--- config.mk ---
export PLATFORM = sky130hd
export DESIGN_NAME = divide
export DESIGN_NICKNAME = d
export VERILOG_FILES = /design/src/rtl/divide.sv
export SDC_FILE = /design/constraint.sdc
export NUM_CORES = 1
export LEC_CHECK = 0
export BUFFER_PORTS_ARGS = -buffer_cell sky130_fd_sc_hd__buf_2
export CORE_ASPECT_RATIO = 0.8
export CORE_UTILIZATION = 48
export CTS_CLUSTER_DIAMETER = 50
export CTS_CLUSTER_SIZE = 14
export DETAILED_ROUTE_END_ITERATION = 8
export GPL_ROUTABILITY_DRIVEN = 1
export PLACE_DENSITY_LB_ADDON = 0.15
export SLEW_MARGIN = 15
export SYNTH_ARGS = -nofsm -noshare
export SYNTH_HDL_FRONTEND = slang
export SYNTH_SLANG_ARGS = --single-unit
--- constraint.sdc ---
create_clock -name clk -period 5.8 [get_ports clk]
set_input_delay 0.58 -clock clk [delete_from_list [all_inputs] [get_ports clk]]
set_output_delay 0.58 -clock clk [all_outputs]
set_load 0.01 [all_outputs]
--- src/rtl/divide.sv ---
// Iterative restoring divider for MIPS DIV/DIVU.
// One quotient bit per cycle on magnitudes; sign applied when the last bit lands.
module divide #(
  parameter int DATA_W = 32
) (
  input  logic              clk,
  input  logic              rst,
  input  logic              div_begin,
  input  logic              div_signed,
  input  logic [DATA_W-1:0] div_op1,
  input  logic [DATA_W-1:0] div_op2,
  output logic              div_busy,
  output logic              div_end,
  output logic [DATA_W-1:0] quotient,
  output logic [DATA_W-1:0] remainder
);

  localparam int CW = $clog2(DATA_W);
  localparam logic [CW-1:0] LAST = CW'(DATA_W - 1);

  typedef enum logic [1:0] {
    IDLE,
    CALC,
    DONE
  } state_t;

  state_t            state_q, state_d;
  logic [CW-1:0]     cnt_q, cnt_d;
  logic [DATA_W-1:0] dvd_q, dvd_d;
  logic [DATA_W-1:0] dvs_q, dvs_d;
  logic [DATA_W-1:0] raw_q, raw_d;
  logic [DATA_W:0]   r_q, r_d;
  logic [DATA_W-1:0] qb_q, qb_d;
  logic              qs_q, qs_d;
  logic              rs_q, rs_d;
  logic              dz_q, dz_d;
  logic [DATA_W-1:0] quo_q, quo_d;
  logic [DATA_W-1:0] rem_q, rem_d;

  logic [DATA_W:0]   r_sh;
  logic [DATA_W:0]   r_nx;
  logic [DATA_W:0]   dvs_x;
  logic              ge;
  logic [DATA_W-1:0] q_nx;

  // One restoring step: shift in next dividend bit, subtract if it fits.
  always_comb begin
    dvs_x = {1'b0, dvs_q};
    r_sh  = (r_q << 1) | {{DATA_W{1'b0}}, dvd_q[DATA_W-1]};
    ge    = (r_sh >= dvs_x);
    r_nx  = ge ? (r_sh - dvs_x) : r_sh;
    q_nx  = (qb_q << 1) | {{(DATA_W-1){1'b0}}, ge};
  end

  always_comb begin
    state_d = state_q;
    cnt_d   = cnt_q;
    dvd_d   = dvd_q;
    dvs_d   = dvs_q;
    raw_d   = raw_q;
    r_d     = r_q;
    qb_d    = qb_q;
    qs_d    = qs_q;
    rs_d    = rs_q;
    dz_d    = dz_q;
    quo_d   = quo_q;
    rem_d   = rem_q;
    unique case (state_q)
      IDLE: begin
        if (div_begin) begin
          dvd_d = (div_signed && div_op1[DATA_W-1]) ? -div_op1 : div_op1;
          dvs_d = (div_signed && div_op2[DATA_W-1]) ? -div_op2 : div_op2;
          raw_d = div_op1;
          qs_d  = div_signed & (div_op1[DATA_W-1] ^ div_op2[DATA_W-1]);
          rs_d  = div_signed & div_op1[DATA_W-1];
          dz_d  = (div_op2 == '0);
          r_d   = '0;
          qb_d  = '0;
          cnt_d = '0;
          state_d = CALC;
        end
      end
      CALC: begin
        dvd_d = dvd_q << 1;
        r_d   = r_nx;
        qb_d  = q_nx;
        cnt_d = cnt_q + 1'b1;
        if (cnt_q == LAST) begin
          if (dz_q) begin
            quo_d = '1;
            rem_d = raw_q;
          end else begin
            quo_d = qs_q ? -q_nx : q_nx;
            rem_d = rs_q ? -r_nx[DATA_W-1:0] : r_nx[DATA_W-1:0];
          end
          state_d = DONE;
        end
      end
      DONE: state_d = IDLE;
      default: state_d = IDLE;
    endcase
  end

  always_ff @(posedge clk) begin
    if (rst) begin
      state_q <= IDLE;
      cnt_q   <= '0;
      dvd_q   <= '0;
      dvs_q   <= '0;
      raw_q   <= '0;
      r_q     <= '0;
      qb_q    <= '0;
      qs_q    <= 1'b0;
      rs_q    <= 1'b0;
      dz_q    <= 1'b0;
      quo_q   <= '0;
      rem_q   <= '0;
    end else begin
      state_q <= state_d;
      cnt_q   <= cnt_d;
      dvd_q   <= dvd_d;
      dvs_q   <= dvs_d;
      raw_q   <= raw_d;
      r_q     <= r_d;
      qb_q    <= qb_d;
      qs_q    <= qs_d;
      rs_q    <= rs_d;
      dz_q    <= dz_d;
      quo_q   <= quo_d;
      rem_q   <= rem_d;
    end
  end

  assign div_busy  = (state_q == CALC) || (state_q == DONE);
  assign div_end   = (state_q == DONE);
  assign quotient  = quo_q;
  assign remainder = rem_q;

endmodule

# Yosys cells after proc, flatten, opt, wreduce, memory -nomap -nowiden
# Cells that the tools add are included.
[word_totals]
out_inout_bits = 66
regBits = 233
input_bits = 68
[op_classes]
bitwise_logic = 5
muxes = 18
reduce_logical = 10
n_eq_ne = 5
magnitude_cmp = 1
add_sub_neg = 6
[ops]
columns = ["cell", "count"]
rows = [
  ["$mux 32", 9],
  ["$neg 32->32", 4],
  ["$pmux 32 s2", 2],
  ["$pmux 31 s2", 1],
  ["$ge 33x32->1", 1],
  ["$or 33x1->33", 1],
  ["$logic_not 32->1", 1],
  ["$or 32x1->32", 1],
  ["$sub 32x32->32", 1],
  ["$mux 31", 1],
  ["$pmux 5 s2", 1],
  ["$reduce_and 2->1", 4],
  ["$add 5x1->5 const B", 1],
  ["$eq 5x5->1 const B", 1],
  ["$mux 5", 1],
  ["$mux 2", 2],
  ["$ne 2x2->1 const B", 2],
  ["$pmux 2 s2", 1],
  ["$and 1x1->1", 2],
  ["$eq 2x1->1 const B", 1],
  ["$eq 2x2->1 const B", 1],
  ["$logic_and 1x1->1", 2],
  ["$logic_not 2->1", 1],
  ["$reduce_bool 2->1", 1],
  ["other kinds (2)", 2],
]

# Depth between registers and ports, before layout
[logic_depth]
depth_word = 6
mapped_depth = 23
depth_no_buf = 18

# Worst setup path before layout
# Ideal clock, no wire load.
[synth_path]
kind = "register to register"
startpoint = "reg dvs_q[18]"
endpoint = "reg quo_q[28] (netlist: quotient[28])"
slack_ps = 677
path_stages_with_launch = 23
t_arrival_ps = 5037
synth_period_minus_slack_ps = 5123
n_path_buf = 5
setup_time_ps = 86
t_required_ps = 5714
cell_sequence = "dfxtp_1 inv_1 ha_1 buf_2 a21oi_1 o21ai_0 a311oi_1 nand3_1 or3_1 buf_6 inv_4 buf_2 buf_2 buf_1 ha_1 nand3b_1 nand2b_1 or4_1 or2_2 or4_1 o41ai_1 xor2_1 a211oi_1"
[synth_between]
elab_chain_cells = 5
[synth_lines]
columns = ["element", "line", "text"]
rows = [
  ["from (decl)", "30", "logic [DATA_W-1:0] dvs_q, dvs_d;"],
  ["from (signal assigned)", "122", "dvs_q <= dvs_d;"],
  ["$ge 33x32->1", "50", "ge = (r_sh >= dvs_x);"],
  ["$or 32x1->32", "52", "q_nx = (qb_q << 1) | {{(DATA_W-1){1'b0}}, ge};"],
  ["$neg 32->32", "93", "quo_d = qs_q ? -q_nx : q_nx;"],
  ["$mux 32", "93", ""],
  ["$mux 32", "89", "if (dz_q) begin"],
  ["to (signal assigned)", "129", "quo_q <= quo_d;"],
  ["to (decl)", "37", "logic [DATA_W-1:0] quo_q, quo_d;"],
]
# No other way between the ends.
# A chain may end at the register's enable or synchronous reset.

# Worst setup path in the final report
[layout_path]
startpoint = "reg dvs_q[20]"
endpoint = "reg rem_q[24] (netlist: remainder[24])"
[layout_between]
elab_chain_cells = 5
word_cells_on_any_way = 6
[layout_lines]
columns = ["element", "line", "text"]
rows = [
  ["$sub 32x32->32 or $ge 33x32->1 (tied branches)", "51, 50", ""],
  ["$mux 32 *", "51", "r_nx = ge ? (r_sh - dvs_x) : r_sh;"],
  ["$neg 32->32", "94", "rem_d = rs_q ? -r_nx[DATA_W-1:0] : r_nx[DATA_W-1:0];"],
  ["$mux 32 *", "94", ""],
  ["$mux 32 *", "89", ""],
  ["to (signal assigned)", "130", "rem_q <= rem_d;"],
  ["to (decl)", "38", "logic [DATA_W-1:0] rem_q, rem_d;"],
]
# Mark *: on every way between the ends. The rest lies on a longest branch, timed or not.

==> reports/qor_table.md <==
| Parameter | This run |
| --- | --- |
| Drt drc | 9 |
| Cell count of the worst reg-to-reg path | 16 |
| Post-placement worst setup slack | 750 ps |
| Router iterations before antenna repair | 7 |
| Predominant post-synthesis flop cell | sky130_fd_sc_hd__dfxtp_1 |
| Final Instance Area | 15700 um2 |
| Period Utilization, post-route | 88.3% |
| Fraction of the yosys area taken by sequential cells | 33.1% |
| Width of the die | 193 um |
| HPWL after detailed placement | 30.2 mm |
| Clock root buffer | sky130_fd_sc_hd__clkbuf_16 |
| Setup tns final | 0 ps |
| Core ar. | 28600 um2 |
| Max-cap violation count | 0 |
| Reg area | 4660 um2 |
| Area of combinational cells with multiple inputs | 8670 um2 |
| Maximum resistive drop on vdd | 208 uV |
| Post-detailed-route via-to-cell ratio | 5.91 |
| Number of nets in the layout | 2035 |
| Global-route wire length before repair | 67.8 mm |
| I/O Pins | 134 |
| Leakage power of the design | 6.19 nW |
| Antenna cell count | 0 |
| Maximum buffer depth of the clock tree | 3 |
| Fraction of met2 tracks used by global routing | 41.4% |
| Number of slew-limit violations in the final report | 0 |
| Run status | complete, but fails checks |
| Fraction of layout instances using a drive strength above 1 | 12.1% |
| Worst slew margin | 30.2% |
| IO buf count | 133 |
| Number of hold violations in the final report | 0 |
| Clock slew at reported path FFs | 70 ps |
| Final setup fails | 0 |
| Type of the worst setup path | reg -> reg |
| Most utilized layer in the global route result | met1 |
| Leading cell type in the layout, fill and taps excluded | sky130_fd_sc_hd__nand2_1 |
| Number of nets still failing antenna checks after routing | 0 |
| Most frequent cells in the layout | 282 x sky130_fd_sc_hd__nand2_1, 241 x sky130_fd_sc_hd__nor2_1, 233 x sky130_fd_sc_hd__dfxtp_1, 161 x sky130_fd_sc_hd__a21oi_1, 132 x sky130_fd_sc_hd__buf_2 |
| Crit path setup slack, layout | 676 ps |
| Post-Syn Area per Cell | 7.49 um2 |
| Buffers inserted by post-CTS timing repair | 0 |
| Placement Rows | 55 |
| Number of DRC violations after detailed-routing iteration 0 | 1104 |
| Post-CTS sizing | 0 |
| Hold-critical path depth | 3 |
| Worst-skew pair later-pin latency | 540 ps |
| # placed instances | 2266 |
| Unrepaired setup endpoints after global routing | no |
| Pin count of the biggest net entering global routing | 108 |
| Total vias in the final route | 13700 |
| Initial Util | 49.3% |
| Placement-stage cell area | 14800 um2 |
| CTS Sinks | 233 |
| Synthesized netlist net count | 1989 |
| Filler cells | 2804 |
| Number of register bits inferred by synthesis | 233 |
| Slowest-stage cell, CP | sky130_fd_sc_hd__or3_2 |
| CTS Buf Count | 27 |
| Cell Pwr Density | 263 nW/um2 |
| Number of standard cells in the final layout excluding fillers | 2314 |
| Worst hold margin | 299 ps |
| Kind of end point of the critical path | flop |
| Path category of the worst min-delay check | in -> reg |
| Total number of yosys warnings | 0 |
| Number of different library cells in the post-synthesis netlist | 78 |
| F_max | 0.195 GHz |
| Startpoint Class | flop |
| CTS tree | yes |
| Delay of the slowest critical-path stage | 610 ps |
| Post-synth EDFFs | 0 |
| Worst-margin pin slew | 1050 ps |
| Remaining global-route overflow | 0 |
| Floorplan die area | 30000 um2 |
| Per-cell routed wire length | 18.1 um |
| Worst Skew | 22.0 ps |
| M1 GR Usage | 42.0% |
| Critical Path RT | 6180 ps |
| Global-route met3 utilization | 3.71% |
| Die boundary height | 155 um |
| Cells after synthesis | 1879 |
| Critical Path, Cell by Cell | inv_1, ha_1, a21oi_1, o21ai_0, a311oi_1, nand3_1, or3_2, mux2i_1, ha_1, nand3b_1, nor3_1, a41oi_1, nor4_1, a21oi_1, xor2_1, o22ai_1 |
| Failing checks | DRC |
| Number of levels the H-tree was split into | 1 |
| Vias in the first global route | 12400 |
| Share of synthesized registers carrying an async set or reset | 0% |
| Largest fanout on the critical path | 7 |
| Initial antenna violation count | 1 |
| Growth of design area from synthesis to finish | 11.5% |
| Post-synthesis cell area | 14100 um2 |
| All-Layer GR Usage | 27.7% |
| Final period demand of the worst path | 5120 ps |
| Data arrival, critical path | 5500 ps |
| Post-cts hold buffer count | 0 |
| GP Congestion | 0.912 |
| Aggregate routed wire length | 42.0 mm |
[synth_stat cells (all sizes together), types with 10 or more instances]
cell / instances / share of area (%)
nand2: 283 / 7.6
nand4: 18 / 0.80
nand2b: 13 / 0.58
a21oi: 163 / 5.8
dfxtp: 233 / 33
or3: 23 / 1.0
xor2: 65 / 4.0
and2: 10 / 0.44
ha: 41 / 3.6
o21ai: 97 / 3.5
a311oi: 13 / 0.81
nor3: 49 / 1.8
a31oi: 17 / 0.76
xnor2: 64 / 4.0
clkbuf: 105 / 2.8
mux2i: 23 / 1.6
nor4: 15 / 0.77
a22oi: 53 / 2.8
a211oi: 78 / 4.2
a21o: 10 / 0.53
or4: 11 / 0.61
inv: 57 / 1.5
buf: 27 / 1.0
mux2: 12 / 0.96
nand3: 22 / 0.78
nor2: 242 / 6.5
o31ai: 22 / 1.2
[area by class of cell]
class,count,share of cell area (%)
Tap cell,370,2.95
Clock buffer,32,4.62
Multi-Input combinational cell,1457,55.2
Clock inverter,16,1.07
Sequential cell,233,29.7
Timing Repair Buffer,149,5.05
Inverter,57,1.38
[cells by family after synthesis]
| kind of cell | synth area share [%] |
|---|---|
| compound gates | 23.9 |
| xor+xnor | 8.03 |
| fa+ha+maj | 3.79 |
| buf+inv | 5.41 |
| flops | 33.1 |
| mux | 2.60 |
| simple gates | 23.1 |
[per-layer routing]
metal | vias up | part of all wire (%)
met5 | - | 0.031
met4 | 2 | 2.0
met3 | 64 | 6.7
met2 | 444 | 42
met1 | 6442 | 50
li1 | 6735 | -
[critical path, delay by kind of cell (launching register included)]
| kind | cells | cell delay, ps |
|---|---|---|
| compound gates | 6 | 1470 |
| simple gates | 5 | 1830 |
| buf+inv | 1 | 50 |
| flops | 1 | 330 |
| mux | 1 | 420 |
| xor+xnor | 1 | 230 |
| fa+ha+maj | 2 | 650 |
[power by group]
group / internal [mW] / switching [mW] / leakage (nW)
combinational: 0.235 / 0.478 / 3.87
clock: 0.991 / 0.718 / 0.430
sequential: 1.66 / 0.0361 / 1.90
total: 2.89 / 1.23 / 6.19
[worst paths after layout]
| path | start | to | slack (ps) |
|---|---|---|---|
| worst min-delay path | div_op2[0] | dvs_q[0] | 300 |
| worst max-delay path | dvs_q[20] | remainder[24] | 680 |
| worst max register to register | dvs_q[20] | remainder[24] | 680 |
| worst min register to register | raw_q[10] | raw_q[10] | 450 |
[flip-flops by register name, indices dropped and copies added, names as in the netlist]
register / flops
cnt_q: 5
dvd_q: 32
dvs_q: 32
dz_q: 1
qb_q: 31
qs_q: 1
quotient: 32
r_q: 32
raw_q: 32
remainder: 32
rs_q: 1
state_q: 2
[stage by stage]
step,utilization [%],power [mW]
2_1_floorplan,-,2.24
3_3_place_gp,51.8,2.43
3_5_place_dp,51.8,2.44
4_1_cts,55.0,4.14
5_1_grt,55.0,4.30
6_report,55.0,4.12
(Power assumes the default switching activity.)
